**src/rtl/rle_pkg.sv**
```systemverilog
// Shared types and field positions for the CD-i CLUT run-length line decoder.
package rle_pkg;

    typedef enum logic {
        RLE_MODE_RL7 = 1'b0,
        RLE_MODE_RL3 = 1'b1
    } rle_mode_t;

    localparam int RLE_RUN_BIT = 7;
    localparam int RL3_P0_LSB  = 4;
    localparam int RL3_P1_LSB  = 0;

    function automatic logic [7:0] rl7_pixel(input logic [7:0] b);
        return {1'b0, b[6:0]};
    endfunction

    function automatic logic [7:0] rl3_pixel(input logic [7:0] b, input int lsb);
        return {5'b00000, b[lsb +: 3]};
    endfunction

endpackage

```
**src/rtl/rle_out_stage.sv**
```systemverilog
// One-entry registered valid/ready slice carrying a CLUT index and its end-of-line flag.
module rle_out_stage (
    input  logic       clk,
    input  logic       reset_n,
    input  logic       i_flush,
    input  logic       i_load,
    input  logic [7:0] i_pixel,
    input  logic       i_last,
    input  logic       i_ready,
    output logic [7:0] o_pixel,
    output logic       o_last,
    output logic       o_valid,
    output logic       o_free
);

    logic [7:0] r_pixel;
    logic       r_last;
    logic       r_valid;

    // Holding register: flush drops the beat, load overwrites, handshake empties.
    always_ff @(posedge clk or negedge reset_n) begin
        if (!reset_n) begin
            r_pixel <= 8'h00;
            r_last  <= 1'b0;
            r_valid <= 1'b0;
        end else if (i_flush) begin
            r_pixel <= 8'h00;
            r_last  <= 1'b0;
            r_valid <= 1'b0;
        end else if (i_load) begin
            r_pixel <= i_pixel;
            r_last  <= i_last;
            r_valid <= 1'b1;
        end else if (i_ready) begin
            r_valid <= 1'b0;
        end
    end

    assign o_free  = !r_valid || i_ready;
    assign o_pixel = r_pixel;
    assign o_last  = r_last;
    assign o_valid = r_valid;

endmodule

```
**src/rtl/rle_line_decoder.sv**
```systemverilog
// RL7/RL3 run-length decoder producing one CLUT index per beat, clamped to LINE_WIDTH pixels.
module rle_line_decoder
    import rle_pkg::*;
#(
    parameter int LINE_WIDTH = 384,
    parameter int XW         = $clog2(LINE_WIDTH + 1)
) (
    input  logic       clk,
    input  logic       reset_n,
    input  rle_mode_t  mode,
    input  logic       line_start,
    input  logic [7:0] src_data,
    input  logic       src_valid,
    output logic       src_ready,
    output logic [7:0] dst_pixel,
    output logic       dst_valid,
    input  logic       dst_ready,
    output logic       dst_last,
    output logic       line_done,
    output logic       overrun
);

    localparam int            AW      = (XW > 9) ? XW : 9;
    localparam logic [XW-1:0] X_LAST  = XW'(LINE_WIDTH - 1);
    localparam logic [XW-1:0] X_ONE   = {{(XW-1){1'b0}}, 1'b1};
    localparam logic [AW-1:0] A_WIDTH = AW'(LINE_WIDTH);
    localparam logic [AW-1:0] A_ONE   = {{(AW-1){1'b0}}, 1'b1};

    typedef enum logic [2:0] {
        ST_IDLE     = 3'd0,
        ST_COLOR    = 3'd1,
        ST_COUNT    = 3'd2,
        ST_EMIT     = 3'd3,
        ST_LINE_END = 3'd4
    } state_t;

    state_t        r_state;
    rle_mode_t     r_mode;
    logic [XW-1:0] r_x;
    logic [AW-1:0] r_rem;
    logic [7:0]    r_p0;
    logic [7:0]    r_p1;
    logic          r_phase;
    logic          r_overrun;
    logic          r_line_done;

    logic          w_out_free;
    logic          w_src_ready;
    logic          w_src_fire;
    logic          w_at_end;
    logic          w_load;
    logic          w_req_over;
    logic [7:0]    w_pix;
    logic [7:0]    w_lit_px;
    logic [7:0]    w_run_px;
    logic [AW-1:0] w_avail;
    logic [AW-1:0] w_req;
    logic [AW-1:0] w_total;

    // Source handshake, run-length arithmetic and next output beat selection.
    always_comb begin
        case (r_state)
            ST_COLOR: w_src_ready = w_out_free && !line_start;
            ST_COUNT: w_src_ready = !line_start;
            default:  w_src_ready = 1'b0;
        endcase
        w_src_fire = src_valid && w_src_ready;
        w_at_end   = (r_x == X_LAST);
        w_lit_px   = (r_mode == RLE_MODE_RL7) ? rl7_pixel(src_data) : rl3_pixel(src_data, RL3_P0_LSB);
        w_run_px   = (r_mode == RLE_MODE_RL3 && r_phase) ? r_p1 : r_p0;
        w_avail    = A_WIDTH - AW'(r_x);
        w_req      = (r_mode == RLE_MODE_RL7) ? AW'(src_data) : AW'({src_data, 1'b0});
        // A zero count means "fill to end of line", so it can never overrun.
        w_req_over = (src_data != 8'h00) && (w_req > w_avail);
        w_total    = (src_data == 8'h00 || w_req_over) ? w_avail : w_req;
        case (r_state)
            ST_COLOR: begin
                w_load = w_src_fire && !src_data[RLE_RUN_BIT];
                w_pix  = w_lit_px;
            end
            ST_COUNT: begin
                w_load = w_src_fire && w_out_free;
                w_pix  = w_run_px;
            end
            ST_EMIT: begin
                w_load = w_out_free && !line_start;
                w_pix  = w_run_px;
            end
            default: begin
                w_load = 1'b0;
                w_pix  = 8'h00;
            end
        endcase
    end

    // Line sequencer: position, remaining run length, latched colours and status flags.
    always_ff @(posedge clk or negedge reset_n) begin
        if (!reset_n) begin
            r_state     <= ST_IDLE;
            r_mode      <= RLE_MODE_RL7;
            r_x         <= '0;
            r_rem       <= '0;
            r_p0        <= 8'h00;
            r_p1        <= 8'h00;
            r_phase     <= 1'b0;
            r_overrun   <= 1'b0;
            r_line_done <= 1'b0;
        end else if (line_start) begin
            r_state     <= ST_COLOR;
            r_mode      <= mode;
            r_x         <= '0;
            r_rem       <= '0;
            r_phase     <= 1'b0;
            r_overrun   <= 1'b0;
            r_line_done <= 1'b0;
        end else begin
            r_line_done <= 1'b0;
            if (w_load) begin
                r_x <= r_x + X_ONE;
            end
            case (r_state)
                ST_COLOR: begin
                    if (w_src_fire) begin
                        if (src_data[RLE_RUN_BIT]) begin
                            r_p0    <= w_lit_px;
                            r_p1    <= rl3_pixel(src_data, RL3_P1_LSB);
                            r_phase <= 1'b0;
                            r_state <= ST_COUNT;
                        end else if (w_at_end) begin
                            r_state <= ST_LINE_END;
                        end else if (r_mode == RLE_MODE_RL3) begin
                            r_p1    <= rl3_pixel(src_data, RL3_P1_LSB);
                            r_phase <= 1'b1;
                            r_rem   <= A_ONE;
                            r_state <= ST_EMIT;
                        end
                    end
                end
                ST_COUNT: begin
                    if (w_src_fire) begin
                        if (w_req_over) begin
                            r_overrun <= 1'b1;
                        end
                        // The first run pixel goes out with the count byte when the slice is free.
                        if (w_out_free) begin
                            r_phase <= !r_phase;
                            r_rem   <= w_total - A_ONE;
                            if (w_at_end) begin
                                r_state <= ST_LINE_END;
                            end else if (w_total == A_ONE) begin
                                r_state <= ST_COLOR;
                            end else begin
                                r_state <= ST_EMIT;
                            end
                        end else begin
                            r_rem   <= w_total;
                            r_state <= ST_EMIT;
                        end
                    end
                end
                ST_EMIT: begin
                    if (w_out_free) begin
                        r_phase <= !r_phase;
                        r_rem   <= r_rem - A_ONE;
                        if (w_at_end) begin
                            r_state <= ST_LINE_END;
                        end else if (r_rem == A_ONE) begin
                            r_state <= ST_COLOR;
                        end
                    end
                end
                ST_LINE_END: begin
                    if (dst_valid && dst_ready) begin
                        r_line_done <= 1'b1;
                        r_state     <= ST_IDLE;
                    end
                end
                default: begin
                    r_state <= ST_IDLE;
                end
            endcase
        end
    end

    rle_out_stage u_out (
        .clk     (clk),
        .reset_n (reset_n),
        .i_flush (line_start),
        .i_load  (w_load),
        .i_pixel (w_pix),
        .i_last  (w_at_end),
        .i_ready (dst_ready),
        .o_pixel (dst_pixel),
        .o_last  (dst_last),
        .o_valid (dst_valid),
        .o_free  (w_out_free)
    );

    assign src_ready = w_src_ready;
    assign line_done = r_line_done;
    assign overrun   = r_overrun;

endmodule

```
**config.mk**
```make
export PLATFORM = sky130hd
export DESIGN_NAME = rle_line_decoder
export DESIGN_NICKNAME = d
export VERILOG_FILES = /design/src/rtl/rle_pkg.sv /design/src/rtl/rle_out_stage.sv /design/src/rtl/rle_line_decoder.sv
export SDC_FILE = /design/constraint.sdc
export NUM_CORES = 1
export LEC_CHECK = 0
export CAP_MARGIN = 20
export CORE_MARGIN = 2
export CORE_UTILIZATION = 55
export CTS_BUF_LIST = sky130_fd_sc_hd__clkbuf_8
export DETAILED_ROUTE_END_ITERATION = 7
export PLACE_DENSITY = 0.76
export REMOVE_ABC_BUFFERS = 1
export SLEW_MARGIN = 30
export SYNTH_ARGS = -nofsm -noshare
export SYNTH_HDL_FRONTEND = slang
export SYNTH_SLANG_ARGS = --single-unit
```
**constraint.sdc**
```tcl
create_clock -name clk -period 5.95 [get_ports clk]
set_input_delay 1.19 -clock clk [delete_from_list [all_inputs] [get_ports clk]]
set_output_delay 1.19 -clock clk [all_outputs]
set_load 0.05 [all_outputs]
```
==> impl_metrics.ini <==
[timing]
setup_tns_ns = 0
drv_slew = 0
relSlewSlack_pct = 45.5
worstMarginPinSlew_ns = 0.817
period_needed_ns = 4.62
setup_viol = 0
hold_viol = 0
max_freq_ghz = 0.216
rsz0062_at_grt = no
clock_skew_ns = 0.0117
fin_crit_sh_pct = 77.7
timing.hold.ws_ns = 0.502

[route]
drc = 0
routedWlPerCell_um = 17.2
post_drt_via_cell_ratio = 6.26
firstDrtPassIters = 5
num_vias = 3161
wirelength_um = 8710
drtIter0Drc = 251
ant_nets = 0

[flow_run]
maxCapViolations = 0

[finish]
final_cell_mix = 44 x nand2_1, 44 x dfrtp_1, 37 x nor2_1, 26 x o21ai_0, 25 x a21oi_1
nets = 458
final_util_pct = 64.2
num_antenna_cells = 0
drive_gt1_share_pct = 7.21
instances_no_fill = 505
fillers = 546
area.growth.synth_to_final_pct = 11.1

[setup_path]
cp_data_arrival_time_ns = 4.88
start_kind = input pin
worstSetupPathType = input pin to flip-flop
crit_slowest_cell = clkdlybuf4s50_1
crit_chain = clkdlybuf4s50_1 -> inv_1 -> o21a_1 -> inv_1 -> ha_1 -> nand2_1 -> o21ai_0 -> nor4_2 -> o21ai_4 -> mux2i_1 -> ha_1 -> nand3_1 -> mux2_2 -> or4_1 -> nand3_1
required_ns = 6.20
cp_max_fo = 9
slowest_delay_ns = 0.67
worstSetupEndpointType = flip-flop

[place]
dp.cells = 497
place.port_buffers = 25
hpwl_um = 6340
gp_congestion = 0.925

[cts]
cts_post_setup_buffers_inserted = 0
htree_num_levels = 2
cts-resized-gates = 0
cts_tree = built
cts_buffers = 5
hold_buffers = 0
clock-sinks = 44
clock_path_buffers = 2
cts.root.buffer_cell = clkbuf_8
cts.clk_slew.worst_paths_ns = 0.09
clock_latency_ns = 0.32

[synth]
synth-xor-area-share_pct = 5.06
synth_area_mm2 = 0.00346
syn-instance-count = 419
async_flop_share_pct = 100
synthTopCellsByArea = dfrtp_1 32%, ha_1 5.4%, mux2i_1 5.2%
synth_top_flop_cell = dfrtp_1
synth_area_per_cell_um2 = 8.27
synth_top_family_by_area = simple AND/OR/NAND/NOR gates
synth-warning-count = 0
synth_top_area_cell = dfrtp_1
synth_compound_area_share_pct = 18.7
ys_types = 58
muxShareOfSynthArea_pct = 8.45
ys_seq_area_share_pct = 31.8
synth_fa_ha_area_share_pct = 5.42
yosys.area_share.simple_pct = 25.5
synth_top_area_share_pct = 31.8
synth_edf_count = 0
synth-seq-cells = 44

[global_routing]
grt_max_degree = 45
grt_first_pass_wirelength_um = 14600
grtUsageTotal_pct = 25.7
grt_antenna_before_repair = 0
grt-ovfl-total = 0
grt_pass1_vias = 2956

[die]
die_x_um = 83.4
rows = 28
initial_utilization_pct = 57.8
core-area_mm2 = 0.00599
design.die.area_mm2 = 0.00695
io_pins = 27
die_h_um = 83.4

[min_path]
hp-class = flip-flop to flip-flop

[power_and_ir_drop]
leakagePower_uw = 0.00164
p_per_area_mw_per_mm2 = 458
ir_worst_vdd_uv = 273

[status]
status = complete, no violations
-- area by class of cell --
type | instances | area (µm²) | share of cell area, %
Inverter | 17 | 63.8 | 1.66
Sequential cell | 44 | 1100 | 28.6
Multi-Input combinational cell | 332 | 2190 | 57.0
Timing Repair Buffer | 29 | 278 | 7.22
Clock inverter | 3 | 47.5 | 1.24
Clock buffer | 5 | 68.8 | 1.79
Tap cell | 75 | 93.8 | 2.44
-- cells by family (layout without fill, tap and decap cells) --
| group | count (synthesis) | count (layout) |
|---|---|---|
| AO/OA/AOI/OAI | 100 | 100 |
| multiplexers | 28 | 28 |
| other | 1 | 1 |
| flip-flops | 44 | 44 |
| adder cells (fa/ha/maj) | 15 | 15 |
| XOR/XNOR | 20 | 20 |
| buffers and inverters | 43 | 54 |
| AND/OR/NAND/NOR | 168 | 168 |
-- path summary, 6_finish.rpt --
path	endpoint	depth (start not counted)	slack (ns)	startpoint
worst max-delay path	r_rem[8]$_DFFE_PN0P_	15	1.33	src_data[7]
worst max register to register	r_rem[8]$_DFFE_PN0P_	16	1.47	r_x[0]$_DFFE_PN0P_
worst min-delay path	r_p0[1]$_DFFE_PN0P_	2	0.50	r_p0[1]$_DFFE_PN0P_
max in group asynchronous	r_x[1]$_DFFE_PN0P_	1	4.67	reset_n
min in group asynchronous	r_state[2]$_DFFE_PN0P_	1	0.87	reset_n
worst min register to register	r_p0[1]$_DFFE_PN0P_	2	0.50	r_p0[1]$_DFFE_PN0P_
-- routing by layer --
layer  GRT usage, %  up-vias  wire length [µm]
met5              0        -                 0
met1           37.2     1542              4130
met3           3.68       17               325
li1               -     1534                 -
met4           7.60        0               151
met2           39.9       68              4100
-- cells in the mapped netlist, drive strengths merged (2+ instances only) --
cell / n
nand2: 45
dfrtp: 44
nor2: 37
o21ai: 27
a21oi: 25
clkbuf: 18
mux2i: 18
inv: 17
ha: 15
nand3: 13
xnor2: 11
mux2: 10
nand3b: 10
nor2b: 10
nor3: 10
xor2: 9
buf: 8
nand4: 8
o22ai: 7
nor4: 6
o211ai: 6
nor3b: 5
or4: 5
a21o: 4
a22oi: 4
a31oi: 4
and2: 4
and3: 4
nand2b: 4
o31ai: 4
a221o: 2
a22o: 2
a32oi: 2
and3b: 2
nor4b: 2
o21a: 2
o221ai: 2
-- metrics by stage --
step | area [µm²] | setup WS [ns] | total power [µW]
after global routing | 3850 | 1.11 | 1900
after CTS | 3850 | 1.40 | 1750
after detailed placement | 3730 | 1.07 | 1510
after global placement | 3720 | 1.16 | 1480
final | 3850 | 1.33 | 1760
after floorplan | 3350 | 1.64 | 1230
-- registers in the layout (all words and copies together) (netlist names) --
register,count
line_done,1
overrun,1
r_mode,1
r_p0,7
r_p1,3
r_phase,1
r_rem,9
r_state,3
r_x,9
u_out.o_last,1
u_out.o_pixel,7
u_out.o_valid,1
-- worst max-delay path, delay by kind of cell --
| kind | cells | cell delay, ns |
|---|---|---|
| fa+ha+maj | 2 | 0.49 |
| mux | 2 | 0.61 |
| buf+inv | 3 | 0.92 |
| simple gates | 5 | 1.21 |
| compound gates | 3 | 0.45 |
-- report_power, final --
group / switching (µW) / internal, µW
Combinational: 624 / 408
Clock: 122 / 127
Sequential: 101 / 381
Total: 847 / 916
(Power assumes the default switching activity.)
